## src/rtl/ddr_cmd_sequencer_if.sv

```systemverilog
// Command/request bundle between the DDR command sequencer, its two host
// requesters and the downstream control interface.
interface ddr_cmd_sequencer_if #(
  parameter int unsigned ASIZE = 23
);
  logic [2:0]       cmd;
  logic [ASIZE-1:0] addr;
  logic             cmd_ack;
  logic             req0;
  logic             req1;
  logic             wr0;
  logic             wr1;
  logic [ASIZE-1:0] raddr0;
  logic [ASIZE-1:0] raddr1;
  logic             gnt0;
  logic             gnt1;
  logic             init_done;
  logic             err;

  modport master (
    output cmd, addr, gnt0, gnt1, init_done, err,
    input  cmd_ack, req0, req1, wr0, wr1, raddr0, raddr1
  );

  modport slave (
    input  cmd, addr, gnt0, gnt1, init_done, err,
    output cmd_ack, req0, req1, wr0, wr1, raddr0, raddr1
  );
endinterface

```

## src/rtl/ddr_cmd_sequencer.sv

```systemverilog
// Drives the DDR control interface: power-up configuration sequence, then
// round-robin READA/WRITEA issue for two host ports, with ack watchdog/retry.
module ddr_cmd_sequencer #(
  parameter int unsigned      ASIZE       = 23,
  parameter logic [ASIZE-1:0] CFG_REG1    = 23'h000D31,
  parameter logic [ASIZE-1:0] CFG_REG2    = 23'h000618,
  parameter logic [ASIZE-1:0] MODE_WORD   = 23'h000022,
  parameter int unsigned      INIT_CYCLES = 200,
  parameter int unsigned      ACK_TIMEOUT = 64
) (
  input logic                  clk,
  input logic                  rst,
  ddr_cmd_sequencer_if.master  bus
);

  typedef enum logic [2:0] {
    StWait, StInitIssue, StInitGap, StIdle, StIssue, StGap
  } state_e;

  localparam logic [2:0] CmdNop       = 3'b000;
  localparam logic [2:0] CmdRead      = 3'b001;
  localparam logic [2:0] CmdWrite     = 3'b010;
  localparam logic [2:0] CmdRefresh   = 3'b011;
  localparam logic [2:0] CmdPrecharge = 3'b100;
  localparam logic [2:0] CmdLoadMode  = 3'b101;
  localparam logic [2:0] CmdLoadReg1  = 3'b110;
  localparam logic [2:0] CmdLoadReg2  = 3'b111;

  localparam logic [ASIZE-1:0] PrechargeAll = {{(ASIZE-11){1'b0}}, 1'b1, 10'b0};
  localparam logic [7:0]       WdogLast     = 8'(ACK_TIMEOUT - 1);
  localparam logic [15:0]      InitLoad     = 16'(INIT_CYCLES);

  state_e           state_q;
  logic [15:0]      init_cnt_q;
  logic [7:0]       wdog_q;
  logic [2:0]       step_q;
  logic             acked_q;
  logic             last_q;
  logic             port_q;
  logic [2:0]       cmd_q;
  logic [ASIZE-1:0] addr_q;
  logic             gnt0_q;
  logic             gnt1_q;
  logic             init_done_q;
  logic             err_q;

  logic [2:0]       next_step;
  logic             pick;
  logic             sel_wr;
  logic [ASIZE-1:0] sel_addr;

  function automatic logic [2:0] init_cmd(input logic [2:0] s);
    case (s)
      3'd0:       return CmdLoadReg1;
      3'd1:       return CmdLoadReg2;
      3'd2:       return CmdPrecharge;
      3'd3, 3'd4: return CmdRefresh;
      default:    return CmdLoadMode;
    endcase
  endfunction

  function automatic logic [ASIZE-1:0] init_addr(input logic [2:0] s);
    case (s)
      3'd0:       return CFG_REG1;
      3'd1:       return CFG_REG2;
      3'd2:       return PrechargeAll;
      3'd3, 3'd4: return '0;
      default:    return MODE_WORD;
    endcase
  endfunction

  // A timed-out step is reissued rather than advanced.
  assign next_step = acked_q ? step_q + 3'd1 : step_q;

  always_comb begin
    pick     = (bus.req0 && bus.req1) ? ~last_q : bus.req1;
    sel_wr   = pick ? bus.wr1 : bus.wr0;
    sel_addr = pick ? bus.raddr1 : bus.raddr0;
  end

  always_ff @(posedge clk or posedge rst) begin
    if (rst) begin
      state_q     <= StWait;
      init_cnt_q  <= InitLoad;
      wdog_q      <= 8'd0;
      step_q      <= 3'd0;
      acked_q     <= 1'b0;
      last_q      <= 1'b1;
      port_q      <= 1'b0;
      cmd_q       <= CmdNop;
      addr_q      <= '0;
      gnt0_q      <= 1'b0;
      gnt1_q      <= 1'b0;
      init_done_q <= 1'b0;
      err_q       <= 1'b0;
    end else begin
      gnt0_q <= 1'b0;
      gnt1_q <= 1'b0;
      unique case (state_q)
        StWait: begin
          if (init_cnt_q == 16'd1) begin
            state_q <= StInitIssue;
            step_q  <= 3'd0;
            wdog_q  <= 8'd0;
            cmd_q   <= init_cmd(3'd0);
            addr_q  <= init_addr(3'd0);
          end else begin
            init_cnt_q <= init_cnt_q - 16'd1;
          end
        end
        StInitIssue: begin
          if (bus.cmd_ack || wdog_q == WdogLast) begin
            // Ack takes priority over a simultaneous watchdog expiry.
            if (!bus.cmd_ack) err_q <= 1'b1;
            acked_q <= bus.cmd_ack;
            cmd_q   <= CmdNop;
            addr_q  <= '0;
            state_q <= StInitGap;
          end else begin
            wdog_q <= wdog_q + 8'd1;
          end
        end
        StInitGap: begin
          if (acked_q && step_q == 3'd5) begin
            init_done_q <= 1'b1;
            state_q     <= StIdle;
          end else begin
            step_q  <= next_step;
            cmd_q   <= init_cmd(next_step);
            addr_q  <= init_addr(next_step);
            wdog_q  <= 8'd0;
            state_q <= StInitIssue;
          end
        end
        StIdle: begin
          if (bus.req0 || bus.req1) begin
            port_q  <= pick;
            cmd_q   <= sel_wr ? CmdWrite : CmdRead;
            addr_q  <= sel_addr;
            wdog_q  <= 8'd0;
            state_q <= StIssue;
          end
        end
        StIssue: begin
          if (bus.cmd_ack) begin
            cmd_q   <= CmdNop;
            addr_q  <= '0;
            gnt0_q  <= ~port_q;
            gnt1_q  <= port_q;
            last_q  <= port_q;
            state_q <= StGap;
          end else if (wdog_q == WdogLast) begin
            err_q   <= 1'b1;
            cmd_q   <= CmdNop;
            addr_q  <= '0;
            state_q <= StGap;
          end else begin
            wdog_q <= wdog_q + 8'd1;
          end
        end
        StGap: begin
          state_q <= StIdle;
        end
        default: begin
          state_q <= StWait;
        end
      endcase
    end
  end

  assign bus.cmd       = cmd_q;
  assign bus.addr      = addr_q;
  assign bus.gnt0      = gnt0_q;
  assign bus.gnt1      = gnt1_q;
  assign bus.init_done = init_done_q;
  assign bus.err       = err_q;

endmodule

```

## src/flat_wrapper.sv

```systemverilog
// flat-port wrapper written by rule: the top's interface ports become plain ports
module ddr_cmd_sequencer_flat 
#(
  parameter int unsigned      ASIZE       = 23,
  parameter logic [ASIZE-1:0] CFG_REG1    = 23'h000D31,
  parameter logic [ASIZE-1:0] CFG_REG2    = 23'h000618,
  parameter logic [ASIZE-1:0] MODE_WORD   = 23'h000022,
  parameter int unsigned      INIT_CYCLES = 200,
  parameter int unsigned      ACK_TIMEOUT = 64
)
  (clk, rst, bus_cmd, bus_addr, bus_gnt0, bus_gnt1, bus_init_done, bus_err, bus_cmd_ack, bus_req0, bus_req1, bus_wr0, bus_wr1, bus_raddr0, bus_raddr1);
  ddr_cmd_sequencer_if #(.ASIZE(ASIZE)) bus_i ();
  input logic clk;
  input logic rst;
  output wire logic [$bits(bus_i.cmd)-1:0] bus_cmd;
  output wire logic [$bits(bus_i.addr)-1:0] bus_addr;
  output wire logic [$bits(bus_i.gnt0)-1:0] bus_gnt0;
  output wire logic [$bits(bus_i.gnt1)-1:0] bus_gnt1;
  output wire logic [$bits(bus_i.init_done)-1:0] bus_init_done;
  output wire logic [$bits(bus_i.err)-1:0] bus_err;
  input wire logic [$bits(bus_i.cmd_ack)-1:0] bus_cmd_ack;
  input wire logic [$bits(bus_i.req0)-1:0] bus_req0;
  input wire logic [$bits(bus_i.req1)-1:0] bus_req1;
  input wire logic [$bits(bus_i.wr0)-1:0] bus_wr0;
  input wire logic [$bits(bus_i.wr1)-1:0] bus_wr1;
  input wire logic [$bits(bus_i.raddr0)-1:0] bus_raddr0;
  input wire logic [$bits(bus_i.raddr1)-1:0] bus_raddr1;
  assign bus_cmd = bus_i.cmd;
  assign bus_addr = bus_i.addr;
  assign bus_gnt0 = bus_i.gnt0;
  assign bus_gnt1 = bus_i.gnt1;
  assign bus_init_done = bus_i.init_done;
  assign bus_err = bus_i.err;
  assign bus_i.cmd_ack = bus_cmd_ack;
  assign bus_i.req0 = bus_req0;
  assign bus_i.req1 = bus_req1;
  assign bus_i.wr0 = bus_wr0;
  assign bus_i.wr1 = bus_wr1;
  assign bus_i.raddr0 = bus_raddr0;
  assign bus_i.raddr1 = bus_raddr1;
  ddr_cmd_sequencer #(.ASIZE(ASIZE), .CFG_REG1(CFG_REG1), .CFG_REG2(CFG_REG2), .MODE_WORD(MODE_WORD), .INIT_CYCLES(INIT_CYCLES), .ACK_TIMEOUT(ACK_TIMEOUT)) u_core (.clk(clk), .rst(rst), .bus(bus_i));
endmodule
```

## config.mk

```make
export PLATFORM = sky130hd
export DESIGN_NAME = ddr_cmd_sequencer_flat
export DESIGN_NICKNAME = d
export VERILOG_FILES = /design/src/rtl/ddr_cmd_sequencer_if.sv /design/src/rtl/ddr_cmd_sequencer.sv /design/src/flat_wrapper.sv
export SDC_FILE = /design/constraint.sdc
export NUM_CORES = 1
export LEC_CHECK = 0
export CAP_MARGIN = 20
export CORE_MARGIN = 2
export CORE_UTILIZATION = 52
export CTS_CLUSTER_DIAMETER = 30
export DETAILED_ROUTE_END_ITERATION = 8
export PLACE_DENSITY = 0.93
export SYNTH_ARGS = -nofsm -noshare
export SYNTH_HDL_FRONTEND = slang
export SYNTH_SLANG_ARGS = --single-unit
```

## constraint.sdc

```tcl
create_clock -name clk -period 5.7 [get_ports clk]
set_input_delay 0.57 -clock clk [delete_from_list [all_inputs] [get_ports clk]]
set_output_delay 0.57 -clock clk [all_outputs]
set_load 0.05 [all_outputs]
```

==> results.md, run 1 <==
* Die Y at 87.02 um
* Clock buffer depth at 2
* TNS Setup at 0 ps
* Final period utilization at 52.56%
* H-tree Lvls at 3
* Gr ovfl total at 0
* TritonCTS Sinks at 63
* Vias per inst at 5.854
* Critical-path top delay cell: nor3_1
* Mapped Nets at 417
* Synth cell count leaders: dfrtp_1, nand2_1, nor2_1
* HPWL Detailed at 6052 um
* Initial Utilization at 53.33%
* P_leak at 0.002048 uW
* Synthesis-stage register bit count at 63
* Number of diodes at 0
* Clock transition at the registers of the reported paths at 80 ps
* Min-delay worst type: reg2reg
* Most used DFF post-synth: dfrtp_1
* Num rows at 30
* Crit path arrival time at 3240 ps
* Top-count cell post-synth: dfrtp_1
* Die Wd at 87.02 um
* Final worst slack at 2704 ps
* DR pass1 iterations at 5
* Final Hold Fails at 0
* Synth area leader: dfrtp_1
* Worst-path cell chain: nand3_1 -> nor3_1 -> nor4_4 -> buf_4 -> mux2_4
* Layout cell share with drive strength beyond 1 at 13.44%
* Area of the core at 6719 um2
* # Post-CTS Setup Buffers at 0
* Maximum VDD drop at 0.0002768 V
* Iter 0 DRT Violations at 243
* Top-area cell type share of the netlist area at 41.20%
* Synth-to-Final Area Change at 30.52%
* Startpoint Class: flop
* Max stage delay on crit path at 750 ps
* Via count at 3,038
* Post-synth EDFFs at 0
* Final design utilization at 69.61%
* Largest net degree at the start of global routing at 64
* Cts bufs inserted at 9
* Die Area at 7572 um2
* Ys async rst share at 100.0%
* Vias in the first global route at 2,867
* Sequential fraction of the synthesis area at 44.13%
* Hold Slack at 442.0 ps
* Initial antenna violation count at 0
* Syn avg cell area at 9.982 um2
* PostCTS Resize Cnt at 0
* Root Buffer: clkbuf_8
* Detail Route Antenna Nets at 0
* Endpoints failing setup at 0
* I/O pins at 83
* Filler cells at 444
* Gpl congestion at 0.8643
* RSZ-0062 raised after global routing: false
* Post-CTS Hold Buffers at 0
* CP Class: reg2reg
* CP max FO at 26
* Tot GR Track Use at 23.66%
* Slew HR at 40.46%
* # port buffers at 82
* Synth Cell Area at 3583 um2
* WL/cell at 16.93 um
* Synth warn at 0
* # nets final at 492
* Synthesized instance count at 359
* First-pass GRT wire length at 13,930 um
* Clock period minus worst slack at 2996 ps
* Max Cap Viol at 0
* Slew @ Worst Pin at 890.6 ps
* CP required at 5940 ps
* Placement Setup Slack at 2759 ps
* Setup crit end kind: flop
* Clock skew at 11.77 ps
* Clock latency on the worst-skew pair at 360 ps
* Routed wire length at 8786 um
* CTS tree: done
* Area contributors post-synth: dfrtp_1, mux2_4, nand2_1
* Run status: finished clean
* Post-synthesis cell type count at 57
* Pwr Density at 589.3 nW/um2
* Fin. max-slew vios at 0
* Fmax at 333.8 MHz
* DRC at 0
[placed cells by master (no fill, tap or decap), types with 4 or more instances in the layout]
master           netlist  routed
a31oi_1                5       5
dfstp_2                4       4
o21ai_0               17      17
xnor2_1               15      15
or3_1                  4       4
nor3_1                12      12
nand2_1               44      44
clkbuf_8               0       9
mux2_2                 6       6
a21oi_1               20      20
ha_1                   5       5
nor2b_1                4       4
dfrtp_1               59      59
nand3_1               11      11
nor2_1                24      24
a21o_1                 5       5
inv_1                 11      10
mux2_4                17      17
mux2i_1               14      14
clkdlybuf4s50_1        0      82
and3_1                 4       4
[per-stage QoR]
stage / std cells / total power [uW] / area (um2)
finish: 519 / 2756 / 4677
global route: 519 / 2902 / 4677
CTS: 518 / 2756 / 4669
detailed placement: 502 / 2262 / 4424
global placement: 502 / 2207 / 4424
floorplan: 359 / 1889 / 3583
[final timing paths]
path	cells after the start	start	endpoint	slack, ps
max in group asynchronous	3	rst	u_core.step_q[2]$_DFFE_PP0P_	4420
max reg2reg	5	u_core.state_q[0]$_DFFE_PP0P_	u_core.bus.addr[9]$_DFFE_PP0P_	2700
min in group asynchronous	3	rst	u_core.bus.addr[2]$_DFFE_PP0P_	750
min	1	u_core.port_q$_DFFE_PP0P_	u_core.bus.gnt0$_DFF_PP0_	440
max	5	u_core.state_q[0]$_DFFE_PP0P_	u_core.bus.addr[9]$_DFFE_PP0P_	2700
min reg2reg	1	u_core.port_q$_DFFE_PP0P_	u_core.bus.gnt0$_DFF_PP0_	440
[worst max-delay path: cells and delay by family, from the launching register on]
kind                   cells  cell delay [ps]
multiplexers               1              350
flip-flops                 1              640
buffers and inverters      1              310
AND/OR/NAND/NOR            3             1570
[layout make-up]
class	count	area [um2]	area share, %
multi-input combinational	264	1866	39.89
sequential	63	1582	33.81
timing repair buffer	85	843.3	18.03
clock buffer	9	123.9	2.648
clock inverter	7	121.4	2.595
tap	80	100.1	2.140
inverter	11	41.29	0.8828
[kinds of logic after synthesis]
kind of cell    Yosys count  share of synthesized area, %
compound gates           82                         15.36
xor+xnor                 17                         4.155
fa+ha+maj                 5                         1.746
buf+inv                  32                         3.806
flops                    63                         44.13
mux                      37                         12.92
simple gates            123                         17.88
[where the power goes]
part	internal, uW	total [uW]	switching [uW]	leakage (uW)
logic	617	1460	839	0.00112
clock network	292	479	187	0.000123
registers	637	821	185	0.000804
total	1540	2760	1210	0.00205
[sequential cells by signal (all words and copies together) (netlist names)]
| register | flops |
|---|---|
| u_core.bus.cmd | 3 |
| u_core.step_q | 3 |
| u_core.init_cnt_q | 16 |
| u_core.bus.addr | 23 |
| u_core.bus.err | 1 |
| u_core.wdog_q | 8 |
| u_core.acked_q | 1 |
| u_core.last_q | 1 |
| u_core.bus.init_done | 1 |
| u_core.bus.gnt0 | 1 |
| u_core.state_q | 3 |
| u_core.port_q | 1 |
| u_core.bus.gnt1 | 1 |
[metal layers]
metal	vias to the layer above	track usage (%)	part of all wire (%)
li1	1439	-	-
met1	1471	29.91	41
met2	114	40.11	51
met3	14	5.024	6.1
met4	0	8.239	1.7
met5	-	0	0
No activity file was read; power rests on OpenSTA's default activity.
==> run 2, diff against run 1 <==
CORE_UTILIZATION = 50   (was 52)
PLACE_DENSITY = 0.9   (was 0.93)
clock period = 3.1 ns   (was 5.7 ns; I/O delays follow)
==> results.md, run 2 (synthesized netlist as in run 1, its figures left out) <==
* Largest net degree at the start of global routing at 35 (was 64)
* Net Sw Power at 2199 uW (was 1211 uW)
* Final period utilization at 82.56% (was 52.56%)
* I/O pins at 83 (unchanged)
* Clock buffer depth at 2 (unchanged)
* Cts bufs inserted at 9 (unchanged)
* CP required at 3320 ps (was 5940 ps)
* Root Buffer: clkbuf_8 (unchanged)
* Placement Setup Slack at 554.3 ps (was 2759 ps)
* Number of diodes at 0 (unchanged)
* Post-CTS Hold Buffers at 0 (unchanged)
* DRC at 0 (unchanged)
* Clock skew at 8.919 ps (was 11.77 ps)
* Endpoints failing setup at 0 (unchanged)
* Critical path's top delay family: simple AND/OR/NAND/NOR gates (unchanged)
* Placed Area at 4517 um2 (was 4424 um2)
* Clock transition at the registers of the reported paths at 60 ps (was 80 ps)
* Die Area at 7860 um2 (was 7572 um2)
* Layout cell share with drive strength beyond 1 at 14.57% (was 13.44%)
* Synth-to-Final Area Change at 31.49% (was 30.52%)
* Commonest non-fill, non-tap cell in the layout: clkdlybuf4s50_1 (unchanged)
* Final worst slack at 540.8 ps (was 2704 ps)
* Clock power share at 14.0% (was 17.4%)
* Max Cap Viol at 0 (unchanged)
* CTS tree: done (unchanged)
* WL/cell at 16.21 um (was 16.93 um)
* Routed wire length at 8786 um (unchanged)
* Clock latency on the worst-skew pair at 340 ps (was 360 ps)
* Run status: finished clean (unchanged)
* Iter 0 DRT Violations at 264 (was 243)
* Crit path arrival time at 2780 ps (was 3240 ps)
* Initial Utilization at 52.17% (was 53.33%)
* Clock period minus worst slack at 2559 ps (was 2996 ps)
* H-tree Lvls at 3 (unchanged)
* Setup crit end kind: flop (unchanged)
* Tot GR Track Use at 23.14% (was 23.66%)
* TNS Setup at 0 ps (unchanged)
* Filler cells at 501 (was 444)
* CP Class: reg2reg (unchanged)
* Fin. max-slew vios at 0 (unchanged)
* RSZ-0062 raised after global routing: false (unchanged)
* Critical-path top delay cell: or4_4 (was nor3_1)
* PostCTS Resize Cnt at 0 (unchanged)
* Vias per inst at 5.570 (was 5.854)
* Startpoint Class: flop (unchanged)
* Gpl congestion at 0.8507 (was 0.8643)
* Initial antenna violation count at 0 (unchanged)
* Maximum VDD drop at 0.0004714 V (was 0.0002768 V)
* Slew HR at 54.62% (was 40.46%)
* Largest register FFs at 23 (unchanged)
* Via count at 3,019 (was 3,038)
* Critical path buffers and inverters at 1 (unchanged)
* Num rows at 30 (unchanged)
* Pwr Density at 1047 nW/um2 (was 589.3 nW/um2)
* CP max FO at 26 (unchanged)
* Int Pwr at 2733 uW (was 1545 uW)
* Die Y at 88.66 um (was 87.02 um)
* P_leak at 0.002063 uW (was 0.002048 uW)
* # Post-CTS Setup Buffers at 0 (unchanged)
* Fmax at 390.7 MHz (was 333.8 MHz)
* Sw Share at 44.59% (was 43.94%)
* DR pass1 iterations at 5 (unchanged)
* # nets final at 499 (was 492)
* Max stage delay on crit path at 580 ps (was 750 ps)
* Final Hold Fails at 0 (unchanged)
* Die Wd at 88.66 um (was 87.02 um)
* Gr ovfl total at 0 (unchanged)
* Worst-path cell chain: or4_4 -> nor4b_4 -> a21oi_2 -> nor4_4 -> buf_12 -> mux2_2 (was nand3_1 -> nor3_1 -> nor4_4 -> buf_4 -> mux2_4)
* Min-delay worst type: in2async (was reg2reg)
* Logic pwr share at 55.5% (was 52.8%)
* Area of the core at 6869 um2 (was 6719 um2)
* HPWL Detailed at 6470 um (was 6052 um)
* Sequential share of power at 30.5% (was 29.8%)
* Vias in the first global route at 2,914 (was 2,867)
* TritonCTS Sinks at 63 (unchanged)
* Final instance area at 4712 um2 (was 4677 um2)
* # port buffers at 82 (unchanged)
* Slew @ Worst Pin at 679.7 ps (was 890.6 ps)
* Detail Route Antenna Nets at 0 (unchanged)
* First-pass GRT wire length at 13,980 um (was 13,930 um)
* Highest-count cells in the layout ignoring fill and taps: clkdlybuf4s50_1, dfrtp_1, nand2_1 (unchanged)
## run 2: cell count changes in the layout (fill, tap and decap cells not counted), sizes merged
cell,change
buf,+7
clkbuf,+5
bufinv,-3
clkinv,-3
clkinvlp,+1
## run 2: per-stage QoR
stage               util (%)  power (uW)  cells  hold WS [ps]
floorplan                  -        3473    359         409.1
global placement       65.76        4132    526         427.6
detailed placement     65.76        4240    526         441.5
CTS                    68.60        4941    542         424.5
global route           68.60        5221    542         466.2
finish                 68.60        4931    542         399.9
## run 2: layer usage
layer,routed length (um),track usage (%),up-vias
met5,0,0,-
met4,127,7.851,0
met3,455,5.597,9
met2,4509,38.53,83
met1,3694,29.58,1478
li1,-,-,1449
## run 2: path summary, 6_finish.rpt
check | cells after the start | slack (ps) | endpoint | from
setup / recovery | 6 | 540 | u_core.bus.addr[21]$_DFFE_PP0P_ | u_core.init_cnt_q[10]$_DFFE_PP0P_
hold / removal | 2 | 400 | u_core.bus.addr[14]$_DFFE_PP0P_ | rst
setup reg to reg | 6 | 540 | u_core.bus.addr[21]$_DFFE_PP0P_ | u_core.init_cnt_q[10]$_DFFE_PP0P_
hold reg to reg | 1 | 440 | u_core.bus.gnt0$_DFF_PP0_ | u_core.port_q$_DFFE_PP0P_
max in group asynchronous | 3 | 1950 | u_core.init_cnt_q[6]$_DFFE_PP1P_ | rst
min in group clk | 1 | 440 | u_core.bus.gnt0$_DFF_PP0_ | u_core.port_q$_DFFE_PP0P_
## run 2: final cells by class
| type | instances | area (um2) | area share (%) |
|---|---|---|---|
| Timing Repair Buffer | 92 | 908.4 | 19.28 |
| Inverter | 11 | 41.29 | 0.8763 |
| Multi-Input combinational cell | 264 | 1866 | 39.59 |
| Sequential cell | 63 | 1582 | 33.56 |
| Clock buffer | 14 | 182.7 | 3.877 |
| Tap cell | 96 | 120.1 | 2.549 |
| Clock inverter | 2 | 12.51 | 0.2655 |
## run 2: power by group through the flow
stage	Clock, uW	Combinational, uW	Sequential (uW)
4_1_cts	696	2750	1500
3_5_place_dp	0	2730	1510
2_1_floorplan	0	1520	1950
6_report	690	2740	1510
5_1_grt	739	2930	1560
3_3_place_gp	0	2640	1490
## run 2: worst register-to-register path, cell delays in order (launching register included)
cell and delay (ps):
dfrtp_1 430, or4_4 580, nor4b_4 310, a21oi_2 160, nor4_4 340, buf_12 260, mux2_2 370
==> run 3, diff against run 2 <==
CORE_UTILIZATION = 46   (was 50)
PLACE_DENSITY = 0.87   (was 0.9)
clock period = 2.18 ns   (was 3.1 ns; I/O delays follow)
==> results.md, run 3 (synthesized netlist as in run 1, its figures left out) <==
* P_leak at 0.002315 uW (was 0.002063 uW)
* Sequential cell area at 1582 um2 (unchanged)
* Gpl congestion at 0.8266 (was 0.8507)
* Vias in the first global route at 3,191 (was 2,914)
* Slew @ Worst Pin at 758.8 ps (was 679.7 ps)
* HPWL Detailed at 6626 um (was 6470 um)
* Max Cap Viol at 0 (unchanged)
* Routed wire length at 10,110 um (was 8786 um)
* Gr ovfl total at 0 (unchanged)
* CP Class: reg2reg (unchanged)
* Startpoint Class: flop (unchanged)
* CTS tree: done (unchanged)
* Clock buffer depth at 2 (unchanged)
* H-tree Lvls at 3 (unchanged)
* Worst-path cell chain: or4_4 -> nor4b_4 -> a21oi_4 -> nor4_4 -> buf_6 -> clkbuf_16 -> mux2_4 (was or4_4 -> nor4b_4 -> a21oi_2 -> nor4_4 -> buf_12 -> mux2_2)
* Via count at 3,276 (was 3,019)
* WL/cell at 17.28 um (was 16.21 um)
* Critical path buffers and inverters at 2 (was 1)
* Failing checks: setup timing
* Setup crit end kind: flop (unchanged)
* Fin. max-slew vios at 0 (unchanged)
* Num rows at 32 (was 30)
* Detail Route Antenna Nets at 0 (unchanged)
* Maximum VDD drop at 0.0008554 V (was 0.0004714 V)
* Synth-to-Final Area Change at 43.89% (was 31.49%)
* First-pass GRT wire length at 15,300 um (was 13,980 um)
* Tot GR Track Use at 22.63% (was 23.14%)
* Area taken by multi-input logic gates at 1931 um2 (was 1866 um2)
* Clock transition at the registers of the reported paths at 80 ps (was 60 ps)
* Largest net degree at the start of global routing at 64 (was 35)
* Crit path arrival time at 2580 ps (was 2780 ps)
* Layout cell share with drive strength beyond 1 at 22.36% (was 14.57%)
* # port buffers at 82 (unchanged)
* DRC at 0 (unchanged)
* # nets final at 536 (was 499)
* TritonCTS Sinks at 63 (unchanged)
* Post-CTS Hold Buffers at 0 (unchanged)
* Highest-count cells in the layout ignoring fill and taps: clkdlybuf4s50_1, dfrtp_1, nand2_1 (unchanged)
* Final Hold Fails at 0 (unchanged)
* Endpoints failing setup at 30 (was 0)
* Fmax at 427.2 MHz (was 390.7 MHz)
* Clock skew at 11.47 ps (was 8.919 ps)
* Hold Slack at 261.6 ps (was 399.9 ps)
* CP required at 2420 ps (was 3320 ps)
* Pwr Density at 1561 nW/um2 (was 1047 nW/um2)
* Root Buffer: clkbuf_8 (unchanged)
* RSZ-0062 raised after global routing: true (was false)
* Cts bufs inserted at 9 (unchanged)
* Critical-path top delay cell: or4_4 (unchanged)
* Commonest non-fill, non-tap cell in the layout: clkdlybuf4s50_1 (unchanged)
* Run status: complete, but fails checks (was finished clean)
* Number of diodes at 0 (unchanged)
* Clock period minus worst slack at 2341 ps (was 2559 ps)
* Die Wd at 92.26 um (was 88.66 um)
* Die Area at 8512 um2 (was 7860 um2)
* Max stage delay on crit path at 570 ps (was 580 ps)
* DR pass1 iterations at 5 (unchanged)
* Die Y at 92.26 um (was 88.66 um)
* Largest register FFs at 23 (unchanged)
* Clock latency on the worst-skew pair at 360 ps (was 340 ps)
* Min-delay worst type: in2async (unchanged)
* Slew HR at 49.02% (was 54.62%)
* Vias per inst at 5.600 (was 5.570)
* Initial antenna violation count at 0 (unchanged)
* I/O pins at 83 (unchanged)
* Critical path's top delay family: simple AND/OR/NAND/NOR gates (unchanged)
* Final period utilization at 107.4% (was 82.56%)
* Area of the core at 7647 um2 (was 6869 um2)
* Iter 0 DRT Violations at 284 (was 264)
* Pwr Total at 8049 uW (was 4931 uW)
* Final worst slack at -160.9 ps (was 540.8 ps)
* Filler cells at 511 (was 501)
* Initial Utilization at 46.86% (was 52.17%)
* CP max FO at 6 (was 26)
==> run 3: cell types whose count changed in the layout (fill, tap and decap cells not counted), moves of 2 or more <==
cell	previous run	this run
buf_4	9	40
buf_6	0	2
bufinv_16	0	2
clkbuf_16	0	2
clkbuf_8	13	9
inv_6	0	3
mux2_2	6	0
mux2_4	17	23
==> run 3: final timing paths <==
kind                                              startpoint                                to  slack, ps  depth (start not counted)
max                        u_core.init_cnt_q[10]$_DFFE_PP0P_   u_core.bus.addr[15]$_DFFE_PP0P_       -160                          7
min                                                      rst   u_core.bus.addr[14]$_DFFE_PP0P_        260                          3
max reg2reg                u_core.init_cnt_q[10]$_DFFE_PP0P_   u_core.bus.addr[15]$_DFFE_PP0P_       -160                          7
min reg2reg                       u_core.bus.err$_DFFE_PP0P_        u_core.bus.err$_DFFE_PP0P_        470                          1
max in group asynchronous                                rst  u_core.init_cnt_q[3]$_DFFE_PP1P_       1600                          3
min in group clk                  u_core.bus.err$_DFFE_PP0P_        u_core.bus.err$_DFFE_PP0P_        470                          1
==> run 3: routing by layer <==
| metal | part of all wire (%) | GRT usage, % | up-vias |
|---|---|---|---|
| met3 | 5.3 | 6.163 | 29 |
| li1 | - | - | 1521 |
| met4 | 2.5 | 8.085 | 0 |
| met1 | 42 | 28.70 | 1591 |
| met2 | 50 | 37.25 | 135 |
| met5 | 0 | 0 | - |
==> run 3: report_power, final <==
group	internal [uW]	switching (uW)	leakage, uW
logic	2220	2610	0.00140
clock network	657	518	0.000111
registers	1670	378	0.000804
total	4540	3500	0.00232
==> run 3: per-stage QoR <==
step	instance area (um2)	worst slack, ps	std cells	TNS (ps)	utilization, %
after floorplan	3583	-240.0	359	-5024	-
after global placement	4762	-73.52	562	-1101	62.27
after detailed placement	4762	-116.0	562	-2215	62.27
after CTS	5000	-151.5	578	-3054	65.38
after global routing	5156	-241.8	585	-6622	67.42
final	5156	-160.9	585	-3696	67.42
==> run 3: worst min-delay path, stage by stage <==
cell	delay, ps
clkdlybuf4s50_1	420
inv_2	80
buf_12	290
==> run 3: cell type report <==
class                           instances  share of cell area (%)
Tap cell                              102                   2.475
Sequential cell                        63                   30.67
Timing Repair Buffer                  129                   24.22
Clock inverter                          7                   1.990
Inverter                               11                  0.8008
Clock buffer                            9                   2.402
Multi-Input combinational cell        264                   37.44
==> run 3: what timing repair did <==
item / in CTS / in global routing
resized for setup: 2 / 15
endpoints found under the setup margin: 32 / 38
pin swaps: 0 / 5
hold endpoints to repair: 0 / 0
gates cloned: 0 / 3
setup buffers: 0 / 4
==> edit, RTL diff (settings of run 2) <==
`ASIZE` is set to 23 in 3 places; all go to 46.
--- a/src/rtl/ddr_cmd_sequencer_if.sv
+++ b/src/rtl/ddr_cmd_sequencer_if.sv
@@ -1,7 +1,7 @@
 // Command/request bundle between the DDR command sequencer, its two host
 // requesters and the downstream control interface.
 interface ddr_cmd_sequencer_if #(
-  parameter int unsigned ASIZE = 23
+  parameter int unsigned ASIZE = 46
 );
   logic [2:0]       cmd;
   logic [ASIZE-1:0] addr;
--- a/src/rtl/ddr_cmd_sequencer.sv
+++ b/src/rtl/ddr_cmd_sequencer.sv
@@ -1,7 +1,7 @@
 // Drives the DDR control interface: power-up configuration sequence, then
 // round-robin READA/WRITEA issue for two host ports, with ack watchdog/retry.
 module ddr_cmd_sequencer #(
-  parameter int unsigned      ASIZE       = 23,
+  parameter int unsigned      ASIZE       = 46,
   parameter logic [ASIZE-1:0] CFG_REG1    = 23'h000D31,
   parameter logic [ASIZE-1:0] CFG_REG2    = 23'h000618,
   parameter logic [ASIZE-1:0] MODE_WORD   = 23'h000022,
--- a/src/flat_wrapper.sv
+++ b/src/flat_wrapper.sv
@@ -1,7 +1,7 @@
 // flat-port wrapper written by rule: the top's interface ports become plain ports
 module ddr_cmd_sequencer_flat 
 #(
-  parameter int unsigned      ASIZE       = 23,
+  parameter int unsigned      ASIZE       = 46,
   parameter logic [ASIZE-1:0] CFG_REG1    = 23'h000D31,
   parameter logic [ASIZE-1:0] CFG_REG2    = 23'h000618,
   parameter logic [ASIZE-1:0] MODE_WORD   = 23'h000022,
Ports: changed (resized bus_addr, bus_raddr0 and bus_raddr1); port bits go from 83 to 152. No check against the original RTL was run, so the function may have changed too.
==> edit against run 2 <==
  * Area after synthesis increased by 25%
  * Highest routed layer unchanged
  * Non-clock buffer count increased by 66
  * Worst setup slack improved by 0.11 ns
  * Power increased by 15%
  * Design area increased by 33%
  * Routed wire length increased by 28%
  * Via count increased by 22%
  * Sequential share of layout area increased by 0.78 points
  * Sequential cell count increased by 23
  * Count of clock-buffer cells in the layout decreased by 4
  * Critical path depth unchanged
  * Largest power group unchanged
  * Largest cell class unchanged
  * Final cell count increased by 20%
  * Global-route usage increased by 0.34 points
==> edit: results (changes against run 2) <==
INFO  metric asyncSetResetFlopFracSynth = 100% (unchanged)
INFO  metric post_cts_buffers = 0 (unchanged)
INFO  metric grt_max_degree = 87 (+150%)
INFO  metric ys_warn_count = 0 (unchanged)
INFO  metric holdCritPathClass = in -> async
INFO  metric synth_cells = 391 (+8.9%)
INFO  metric port-buffer-count = 151 (+84%)
INFO  metric clk_transition_reported_paths = 0.10 ns (+0.04 ns)
INFO  metric via_count_of_the_first_global_routing_pass = 3785 (+30%)
INFO  metric number_of_antenna_violations_at_the_first_check_in_global_routing = 0 (unchanged)
INFO  metric status = finished clean
INFO  metric critical-path-max-stage-delay = 0.51 ns (-0.07 ns)
INFO  metric cp.arrival = 2.71 ns (-0.07 ns)
INFO  metric post_route_cells_drive_above_1_share = 16.9% (+2.3 points)
INFO  metric vias_per_cell = 5.65 (+1.5%)
INFO  metric total_routing_resource_utilization_after_global_routing = 23.5% (+0.34 points)
INFO  metric switching_share = 44.8% (+0.22 points)
INFO  metric headroom_to_the_max_slew_limit = 51.4% (-3.3 points)
INFO  metric synth.cells.most_frequent = sky130_fd_sc_hd__dfrtp_1, sky130_fd_sc_hd__mux2_2, sky130_fd_sc_hd__a22o_1, sky130_fd_sc_hd__nor2_1
INFO  metric routed-wl-met3 = 663 microns (+46%)
INFO  metric hpwlAfterDp = 8240 microns (+27%)
INFO  metric total_leakage_power = 2.75 nW (+33%)
INFO  metric wl_met1 = 4470 microns (+21%)
INFO  metric clkLatencyLatePin = 0.37 ns (+0.03 ns)
INFO  metric h-tree-depth = 3 (unchanged)
INFO  metric insertedDiodeCount = 0 (unchanged)
INFO  metric clk_root_buffer_cell = sky130_fd_sc_hd__clkbuf_8
INFO  metric detail_route.iter0.violations = 149 (-44%)
INFO  metric place_congestion = 0.883 (+3.8%)
INFO  metric syn_nets = 495 (+19%)
INFO  metric timing.critical_path.slowest_stage_cell = sky130_fd_sc_hd__nor4_1
INFO  metric worst_case_vdd_ir_drop = 0.000457 V (-3.1%)
INFO  metric synth.top_cells.by_area = sky130_fd_sc_hd__dfrtp_1, sky130_fd_sc_hd__mux2_2, sky130_fd_sc_hd__a22o_1, sky130_fd_sc_hd__dfstp_2, sky130_fd_sc_hd__xor2_1
INFO  metric nNetsFinal = 643 (+29%)
INFO  metric detail_route.wirelength = 11200 microns (+28%)
INFO  metric largest_register_ff_count = 46 (+100%)
INFO  metric post-place-ws = 0.686 ns (+0.132 ns)
INFO  metric topRoutingLayerUsed = met4
INFO  metric detailedRoute.firstPassIterationCount = 4 (-1)
INFO  metric global_route_wire_length_before_repair = 18300 microns (+31%)
INFO  metric filler_cell_count = 594 (+19%)
INFO  metric route.detailed.wl_per_inst = 17.2 microns (+6.0%)
INFO  metric route.met2.wl = 5790 microns (+28%)
INFO  metric worst_clock_skew = 0.0158 ns (+0.00683 ns)
INFO  metric critical_path_peak_fanout = 49 (+88%)
INFO  metric synth_seq_area_share = 48.3% (+4.2 points)
INFO  metric synth.lib_cells_used.distinct = 54 (-5.3%)
edit: cell families after synthesis:
family	count (synthesis)	synth area share, %
simple gates	93	12.3
compound gates	99	16.1
fa+ha+maj	5	1.40
flops	86	48.3
mux	60	14.9
buf+inv	29	3.19
xor+xnor	19	3.89
edit: routing by layer:
| metal | vias to the layer above | global-route usage, % |
|---|---|---|
| li1 | 1752 | - |
| met1 | 1778 | 28.2 |
| met2 | 134 | 41.1 |
| met3 | 23 | 5.04 |
| met4 | 0 | 9.59 |
| met5 | - | 0 |
edit: cell type report:
class / instances / area share [%]
clock buffers: 10 / 2.19
clock inverters: 6 / 0.936
inverters: 8 / 0.498
multi-input cells: 276 / 34.6
flip-flops and latches: 86 / 34.3
well taps: 108 / 2.15
repair buffers: 158 / 25.3
edit: worst paths after layout:
| path | cells after the start | endpoint | from | slack, ns |
|---|---|---|---|---|
| setup / recovery | 6 | u_core.bus.addr[1] | u_core.init_cnt_q[10] | 0.65 |
| max in group asynchronous | 3 | u_core.init_cnt_q[7] | rst | 2.35 |
| hold reg to reg | 1 | u_core.bus.gnt0 | u_core.port_q | 0.46 |
| setup reg to reg | 6 | u_core.bus.addr[1] | u_core.init_cnt_q[10] | 0.65 |
| hold / removal | 3 | u_core.bus.addr[19] | rst | 0.33 |
| min in group clk | 1 | u_core.bus.gnt0 | u_core.port_q | 0.46 |
edit: power groups by stage:
stage                     clock network [W]  registers (W)  logic (W)
final                              0.000759        0.00184    0.00308
after global routing               0.000817        0.00190    0.00328
after CTS                          0.000773        0.00184    0.00310
after detailed placement                  0        0.00185    0.00308
after global placement                    0        0.00183    0.00300
after floorplan                           0        0.00252    0.00149
edit: worst register-to-register path, delay by kind of cell, from the launching register on:
| family | cells | cell delay, ns |
|---|---|---|
| muxes | 1 | 0.41 |
| AOI/OAI and AO/OA | 1 | 0.17 |
| buffers and inverters | 1 | 0.29 |
| and+or+nand+nor | 3 | 1.06 |
| DFF | 1 | 0.43 |
edit: metrics by stage:
step                      utilization [%]  area [sq um]  hold slack, ns
after detailed placement             70.1          6080           0.438
final                                72.4          6280           0.327
after CTS                            72.4          6280           0.377
after global routing                 72.4          6280           0.414
after floorplan                         -          4470           0.409
after global placement               70.1          6080           0.436
